**src/rtl/debug_dump_sequencer_if.sv**
```systemverilog
// Bundle of the UART command/response link and the datapath run-control
// signals seen by the debug dump sequencer.
//   master : the sequencer side (drives tx and datapath control)
//   slave  : the environment side (UART core and MIPS datapath)
interface debug_dump_sequencer_if #(
   parameter int DUMP_BYTES = 172
);
   logic                    rx_done_tick;
   logic [7:0]              rx_bus;
   logic                    tx_done_tick;
   logic                    tx_write;
   logic [7:0]              tx_bus;
   logic [DUMP_BYTES*8-1:0] dp_bus;
   logic                    dp_halt;
   logic                    dp_clk_en;
   logic                    dp_reset;

   modport master (
      input  rx_done_tick, rx_bus, tx_done_tick, dp_bus, dp_halt,
      output tx_write, tx_bus, dp_clk_en, dp_reset
   );

   modport slave (
      output rx_done_tick, rx_bus, tx_done_tick, dp_bus, dp_halt,
      input  tx_write, tx_bus, dp_clk_en, dp_reset
   );
endinterface

```
**src/rtl/debug_dump_sequencer.sv**
```systemverilog
// Run-control sequencer between the UART command link and the MIPS datapath.
// Decodes single-byte host commands, runs the datapath for one cycle (step)
// or until HALT (continuous), then streams the 32-bit cycle count followed
// by the full datapath snapshot back over UART tx, one byte per handshake.
module debug_dump_sequencer #(
   parameter int         DUMP_BYTES = 172,
   parameter logic [7:0] CMD_STEP   = 8'h73,
   parameter logic [7:0] CMD_CONT   = 8'h63,
   parameter logic [7:0] CMD_RST    = 8'h72
) (
   input logic                     clk,
   input logic                     reset,
   debug_dump_sequencer_if.master  bus
);

   localparam int FRAME_BYTES = 4 + DUMP_BYTES;
   localparam int IDX_W       = $clog2(FRAME_BYTES);
   localparam int SNAP_W      = $clog2(DUMP_BYTES);

   localparam logic [IDX_W-1:0] LAST_IDX  = IDX_W'(FRAME_BYTES - 1);
   localparam logic [IDX_W-1:0] CNT_BYTES = IDX_W'(4);

   typedef enum logic [7:0] {
      IDLE      = 8'b0000_0001,
      STEP_WAIT = 8'b0000_0010,
      STEP      = 8'b0000_0100,
      CONT      = 8'b0000_1000,
      SNAP      = 8'b0001_0000,
      SEND      = 8'b0010_0000,
      WAIT_TX   = 8'b0100_0000,
      FIN       = 8'b1000_0000
   } state_t;

   state_t           state, state_nxt;
   logic [31:0]      cycle_cnt;
   logic [IDX_W-1:0] byte_idx;
   logic             halted;
   logic [7:0]       tx_bus_q;
   logic [7:0]       snap_mem [DUMP_BYTES];

   logic             cmd_step, cmd_cont, cmd_rst;
   logic             last_byte;
   logic [IDX_W-1:0] snap_idx;
   logic [7:0]       frame_byte;

   assign cmd_step  = bus.rx_done_tick && (bus.rx_bus == CMD_STEP);
   assign cmd_cont  = bus.rx_done_tick && (bus.rx_bus == CMD_CONT);
   assign cmd_rst   = bus.rx_done_tick && (bus.rx_bus == CMD_RST);
   assign last_byte = (byte_idx == LAST_IDX);
   assign snap_idx  = byte_idx - CNT_BYTES;

   // Datapath control and tx strobe decoded straight from the registered state.
   assign bus.dp_clk_en = (state == STEP) || ((state == CONT) && !bus.dp_halt);
   assign bus.dp_reset  = (state == IDLE);
   assign bus.tx_write  = (state == SEND);
   assign bus.tx_bus    = (state == SEND) ? frame_byte : tx_bus_q;

   // Select frame byte: cycle count LSB first, then snapshot bytes in order.
   always_comb begin
      // NOTE: assigning a default before any branch keeps always_comb free of inferred latches.
      frame_byte = 8'h00;
      if (byte_idx < CNT_BYTES)
         frame_byte = cycle_cnt[{byte_idx[1:0], 3'b000} +: 8];
      else
         frame_byte = snap_mem[snap_idx[SNAP_W-1:0]];
   end

   // State register.
   always_ff @(posedge clk) begin
      // NOTE: sequential state uses non-blocking assignments so every register samples pre-edge values.
      if (reset)
         state <= IDLE;
      else
         state <= state_nxt;
   end

   // Next-state decode; commands outside the waiting states are dropped.
   always_comb begin
      state_nxt = state;
      unique case (state)
         IDLE: begin
            if (cmd_step)      state_nxt = STEP;
            else if (cmd_cont) state_nxt = CONT;
         end
         STEP_WAIT: begin
            if (cmd_step)      state_nxt = STEP;
            else if (cmd_cont) state_nxt = CONT;
            else if (cmd_rst)  state_nxt = IDLE;
         end
         STEP:    state_nxt = SNAP;
         CONT:    if (bus.dp_halt) state_nxt = SNAP;
         SNAP:    state_nxt = SEND;
         SEND:    state_nxt = WAIT_TX;
         WAIT_TX: begin
            if (bus.tx_done_tick) begin
               if (!last_byte)  state_nxt = SEND;
               else if (halted) state_nxt = FIN;
               else             state_nxt = STEP_WAIT;
            end
         end
         FIN:     if (cmd_rst) state_nxt = IDLE;
         default: state_nxt = IDLE;
      endcase
   end

   // Cycle counter: cleared while idle, counts every enabled datapath edge.
   always_ff @(posedge clk) begin
      if (reset || (state == IDLE))
         cycle_cnt <= 32'd0;
      else if (bus.dp_clk_en)
         cycle_cnt <= cycle_cnt + 32'd1;
   end

   // Frame byte pointer, halt flag capture and held tx byte.
   always_ff @(posedge clk) begin
      if (reset) begin
         byte_idx <= '0;
         halted   <= 1'b0;
         tx_bus_q <= 8'h00;
      end else begin
         if (state == SNAP) begin
            byte_idx <= '0;
            halted   <= bus.dp_halt;
         end else if ((state == WAIT_TX) && bus.tx_done_tick && !last_byte) begin
            byte_idx <= byte_idx + IDX_W'(1);
         end
         if (state == SEND)
            tx_bus_q <= frame_byte;
      end
   end

   // Snapshot capture; contents are only read after SNAP has written them.
   always_ff @(posedge clk) begin
      // NOTE: the snapshot array has no reset; every entry is written in SNAP before any read.
      if (state == SNAP) begin
         for (int k = 0; k < DUMP_BYTES; k++)
            snap_mem[k] <= bus.dp_bus[8*k +: 8];
      end
   end

endmodule

```
**src/flat_wrapper.sv**
```systemverilog
// flat-port wrapper written by rule: the top's interface ports become plain ports
module debug_dump_sequencer_flat 
#(
   parameter int         DUMP_BYTES = 172,
   parameter logic [7:0] CMD_STEP   = 8'h73,
   parameter logic [7:0] CMD_CONT   = 8'h63,
   parameter logic [7:0] CMD_RST    = 8'h72
)
  (clk, reset, bus_rx_done_tick, bus_rx_bus, bus_tx_done_tick, bus_dp_bus, bus_dp_halt, bus_tx_write, bus_tx_bus, bus_dp_clk_en, bus_dp_reset);
  debug_dump_sequencer_if #(.DUMP_BYTES(DUMP_BYTES)) bus_i ();
  input logic clk;
  input logic reset;
  input wire logic [$bits(bus_i.rx_done_tick)-1:0] bus_rx_done_tick;
  input wire logic [$bits(bus_i.rx_bus)-1:0] bus_rx_bus;
  input wire logic [$bits(bus_i.tx_done_tick)-1:0] bus_tx_done_tick;
  input wire logic [$bits(bus_i.dp_bus)-1:0] bus_dp_bus;
  input wire logic [$bits(bus_i.dp_halt)-1:0] bus_dp_halt;
  output wire logic [$bits(bus_i.tx_write)-1:0] bus_tx_write;
  output wire logic [$bits(bus_i.tx_bus)-1:0] bus_tx_bus;
  output wire logic [$bits(bus_i.dp_clk_en)-1:0] bus_dp_clk_en;
  output wire logic [$bits(bus_i.dp_reset)-1:0] bus_dp_reset;
  assign bus_i.rx_done_tick = bus_rx_done_tick;
  assign bus_i.rx_bus = bus_rx_bus;
  assign bus_i.tx_done_tick = bus_tx_done_tick;
  assign bus_i.dp_bus = bus_dp_bus;
  assign bus_i.dp_halt = bus_dp_halt;
  assign bus_tx_write = bus_i.tx_write;
  assign bus_tx_bus = bus_i.tx_bus;
  assign bus_dp_clk_en = bus_i.dp_clk_en;
  assign bus_dp_reset = bus_i.dp_reset;
  debug_dump_sequencer #(.DUMP_BYTES(DUMP_BYTES), .CMD_STEP(CMD_STEP), .CMD_CONT(CMD_CONT), .CMD_RST(CMD_RST)) u_core (.clk(clk), .reset(reset), .bus(bus_i));
endmodule
```
**config.mk**
```make
export PLATFORM = sky130hd
export DESIGN_NAME = debug_dump_sequencer_flat
export DESIGN_NICKNAME = d
export VERILOG_FILES = /design/src/rtl/debug_dump_sequencer_if.sv /design/src/rtl/debug_dump_sequencer.sv /design/src/flat_wrapper.sv
export SDC_FILE = /design/constraint.sdc
export NUM_CORES = 2
export LEC_CHECK = 0
export ABC_AREA = 1
export BUFFER_PORTS_ARGS = -buffer_cell sky130_fd_sc_hd__buf_2
export CELL_PAD_IN_SITES_DETAIL_PLACEMENT = 1
export CELL_PAD_IN_SITES_GLOBAL_PLACEMENT = 2
export CORE_AREA = 2 2 552 554
export DETAILED_ROUTE_END_ITERATION = 8
export DIE_AREA = 0 0 554 556
export PLACE_DENSITY = 0.52
export REMOVE_ABC_BUFFERS = 1
export SYNTH_ARGS = -nofsm -noshare
export SYNTH_HDL_FRONTEND = slang
export SYNTH_SLANG_ARGS = --single-unit
```
**constraint.sdc**
```tcl
create_clock -name clk -period 166.7 [get_ports clk]
set_clock_uncertainty 0.1 [all_clocks]
set_input_delay 25.005 -clock clk [delete_from_list [all_inputs] [get_ports clk]]
set_output_delay 25.005 -clock clk [all_outputs]
set_load 0.01 [all_outputs]
```
==> results summary <==
The TritonCTS buffer count is roughly 190. The endpoint of the worst hold-timing path is u_core.tx_bus_q[4]. Sorting the synthesized cells by how often they occur yields 1563 x nand2_1, 1376 x edfxtp_1, 1189 x nand3_1. The most used flip-flop cell after synthesis is edfxtp_1. STA classifies the critical path endpoint as an output pin. Entering global routing, the biggest net connects 159 pins. STA puts the critical path data arrival time at 25.80 ns. Measured against its own limit, the worst slew margin works out to 25.1%. The buffer depth of the longest clock path came out at 4. The number of gates resized after CTS is 0.

The run finished with clean final reports. The critical path is of the input port to output pin type. Buffers added to address setup during post-CTS repair amount to 0. Clock-pin slew was measured on the worst setup and hold paths at approximately 0.050 ns. For this run, asynchronously set or reset flops after synthesis account for 0%.

The final-layout worst hold slack is 0.373 ns. The cell row count is 202. Detailed placement finished with a half-perimeter wire length of 194 mm. The worst setup path is launched from an input port. The buffer type at the clock tree root is clkbuf_16. The worst register-to-register path ends at u_core.tx_bus_q[6]. The clock net sink count came out at between 1000 and 1500. The initial antenna violation count is roughly 320.

Once the floorplan was initialized, standard cells occupied 19.3% of the core. Wires add up to 269 mm. The number of pins with negative max-slew slack in the final report came to 0.

The synthesized area per cell came out at 11.7 um^2. Measured along the x axis, the die boundary spans 554 um. The measured slew at the worst slew-check pin came out at 1.12 ns. IR analysis of the VDD net gives a maximum drop of 7.69 uV. Port buffering added 1399 buffers. The average wire length per cell after detail routing came out at between 20 and 30 um. The distinct cell type count after synthesis is 44. The final critical path takes up 30.5% of the cycle. The number of instances in the synthesized netlist is 4987.

The maximum level of the CTS H-tree came out at 4. Among all cell types in the netlist, the one instantiated most often is nand2_1. The post-layout minimum cycle time came out at between 50 and 60 ns. The data required time of the worst path is approximately 140 ns. The final count of hold timing violations came out at 0.

The post-route total power is 0.000797 W. The global router's overall resource usage is 16.8%. The summed instance area of the synthesized netlist came out at 58300 um^2. The startpoint of the worst-slack reg-to-reg timing path is u_core.byte_idx[0]. The first-pass GRT wire length is 367 mm. The area of the core region came out at 302000 um^2. The biggest area contributor in the post-synthesis netlist is edfxtp_1.

The vias after detailed routing came out at 44800. The hold-critical path depth came out at 2. The number of warnings printed during yosys synthesis is 0. The number of hold buffers added after CTS was 0. The number of synthesized register bits is 1433. The worst-path maximum fanout came out at 15. Timing would allow up to 19.6 MHz.

The ratio of cells with drive above 1 in the final layout came out at 27.0%. The area fraction of the dominant cell type after synthesis came out at 70.8%. The count of nets left with antenna violations once routing finished came out at 0.

The number of DRC violations after detailed-routing iteration 0 is 2613. The hold path startpoint is u_core.tx_bus_q[4]. The DRC violation count after routing is 0.

The die covers 308000 um^2. The via count of the first global-routing pass is 46300. The layout net count is between 7000 and 8000.

After synthesis, flip-flops and latches occupy 72.8% of the total area. In this run the count of I/O pins placed on the die edge is 1400. The leakage component of the power came out at ~28 nW. For the final routed database, the setup TNS stands at 0 ns.

The mean number of vias per cell is 4.25. The number of iterations in the first detailed-routing pass is 5. The path class of the tightest hold or removal check is flop to flop. The clock reaches the later pin of the worst-skew pair after 0.84 ns.

Setup violations remaining at the end of the flow were counted as 0. Ranked by total cell area, the synthesized netlist is headed by edfxtp_1 71%, nand3_1 10%, nand2_1 10%. Routability-driven placement finished with a final weighted congestion of around 0.82. Setup repair after global routing left no endpoint under its margin. The height of the die is 556 um. For this run the aggregate overflow at the end of global routing stands at 0. For the worst flop-to-flop path, the logic depth is 18. The area growth from synthesis to layout came out at 29.3%. The total power density per cell area came out at 10.6 nW/um^2. The minimum setup slack among reg-to-reg paths is 160.84 ns. The max-capacitance violation count is 0. TritonCTS built the clock tree.

The number of enable-type register cells in the synthesized netlist came out at 1376.
-- layout make-up --
class                      instances  area, um^2
inverter                          79         340
timing repair buffer            1480        7700
multi-input combinational       3163       14100
fill                           34200      227000
clock buffer                     234        4880
clock inverter                    87         771
sequential                      1433       42500
tap                             3978        4980
antenna                           94         235
-- critical path, cell delays in order --
cell     delay (ns)
buf_2          0.13
or2_4          0.28
nand2_4        0.20
buf_2          0.18
-- cell usage in the layout, fill, tap and decap left out, drive strengths merged, types with 19 or more instances in the layout --
cell       n
o211ai    19
nor2     125
a21oi     81
dfxtp     57
nand2   1568
nor3      31
inv       82
clkinv    74
nand3   1191
clkbuf   234
o21ai     89
buf     1480
edfxtp  1376
diode     94
-- state kept, by name, indices dropped and copies added, names as in the netlist --
| name | cells |
|---|---|
| u_core.snap_mem | 1376 |
| u_core.byte_idx | 8 |
| u_core.halted | 1 |
| u_core.tx_bus_q | 8 |
| u_core.cycle_cnt | 32 |
| u_core.state | 8 |
-- per-layer routing --
metal | track usage, % | vias up | part of all wire [%]
met5 | 0 | - | 0.48
met4 | 4.96 | 212 | 2.9
met3 | 5.31 | 664 | 7.5
met2 | 29.3 | 1591 | 49
met1 | 19.7 | 21800 | 40
li1 | - | 20500 | -
-- report_power, final --
group | internal, W | switching (W) | leakage [nW]
clock | 0.000222 | 0.000162 | 2.75
combinational | 0.0000117 | 0.00000757 | 12.5
sequential | 0.000394 | 0.0000000399 | 12.8
total | 0.000628 | 0.000169 | 28.1
-- cells by family after synthesis --
group           after synthesis  synth area share [%]
buf+inv                     391                  3.21
flops                      1433                  72.8
compound gates              199                  1.83
simple gates               2946                  21.9
fa+ha+maj                     4                0.0858
xor+xnor                     14                 0.223
-- stage by stage --
stage | cells | instance area [um^2] | util, % | setup WS [ns]
after floorplan | 4675 | 56800 | - | 23.86
after CTS | 10500 | 75200 | 24.9 | 115.75
after global routing | 10500 | 75300 | 24.9 | 115.73
after detailed placement | 10100 | 69600 | 23.0 | 115.75
final | 10500 | 75500 | 25.0 | 115.79
after global placement | 10100 | 69600 | 23.0 | 115.75
-- how the worst max path moves through the flow --
| stage | start | end | slack (ns) | depth (start not counted) |
|---|---|---|---|---|
| 3_3_place_gp | bus_dp_halt | bus_dp_clk_en | 115.75 | 4 |
| 6_report | bus_dp_halt | bus_dp_clk_en | 115.79 | 4 |
| 3_5_place_dp | bus_dp_halt | bus_dp_clk_en | 115.75 | 4 |
| 2_1_floorplan | u_core.state[5] | u_core.byte_idx[5] | 23.86 | 4 |
| 4_1_cts | bus_dp_halt | bus_dp_clk_en | 115.75 | 4 |
| 5_1_grt | bus_dp_halt | bus_dp_clk_en | 115.73 | 4 |
Note: power is estimated with default switching activity, not from simulation.
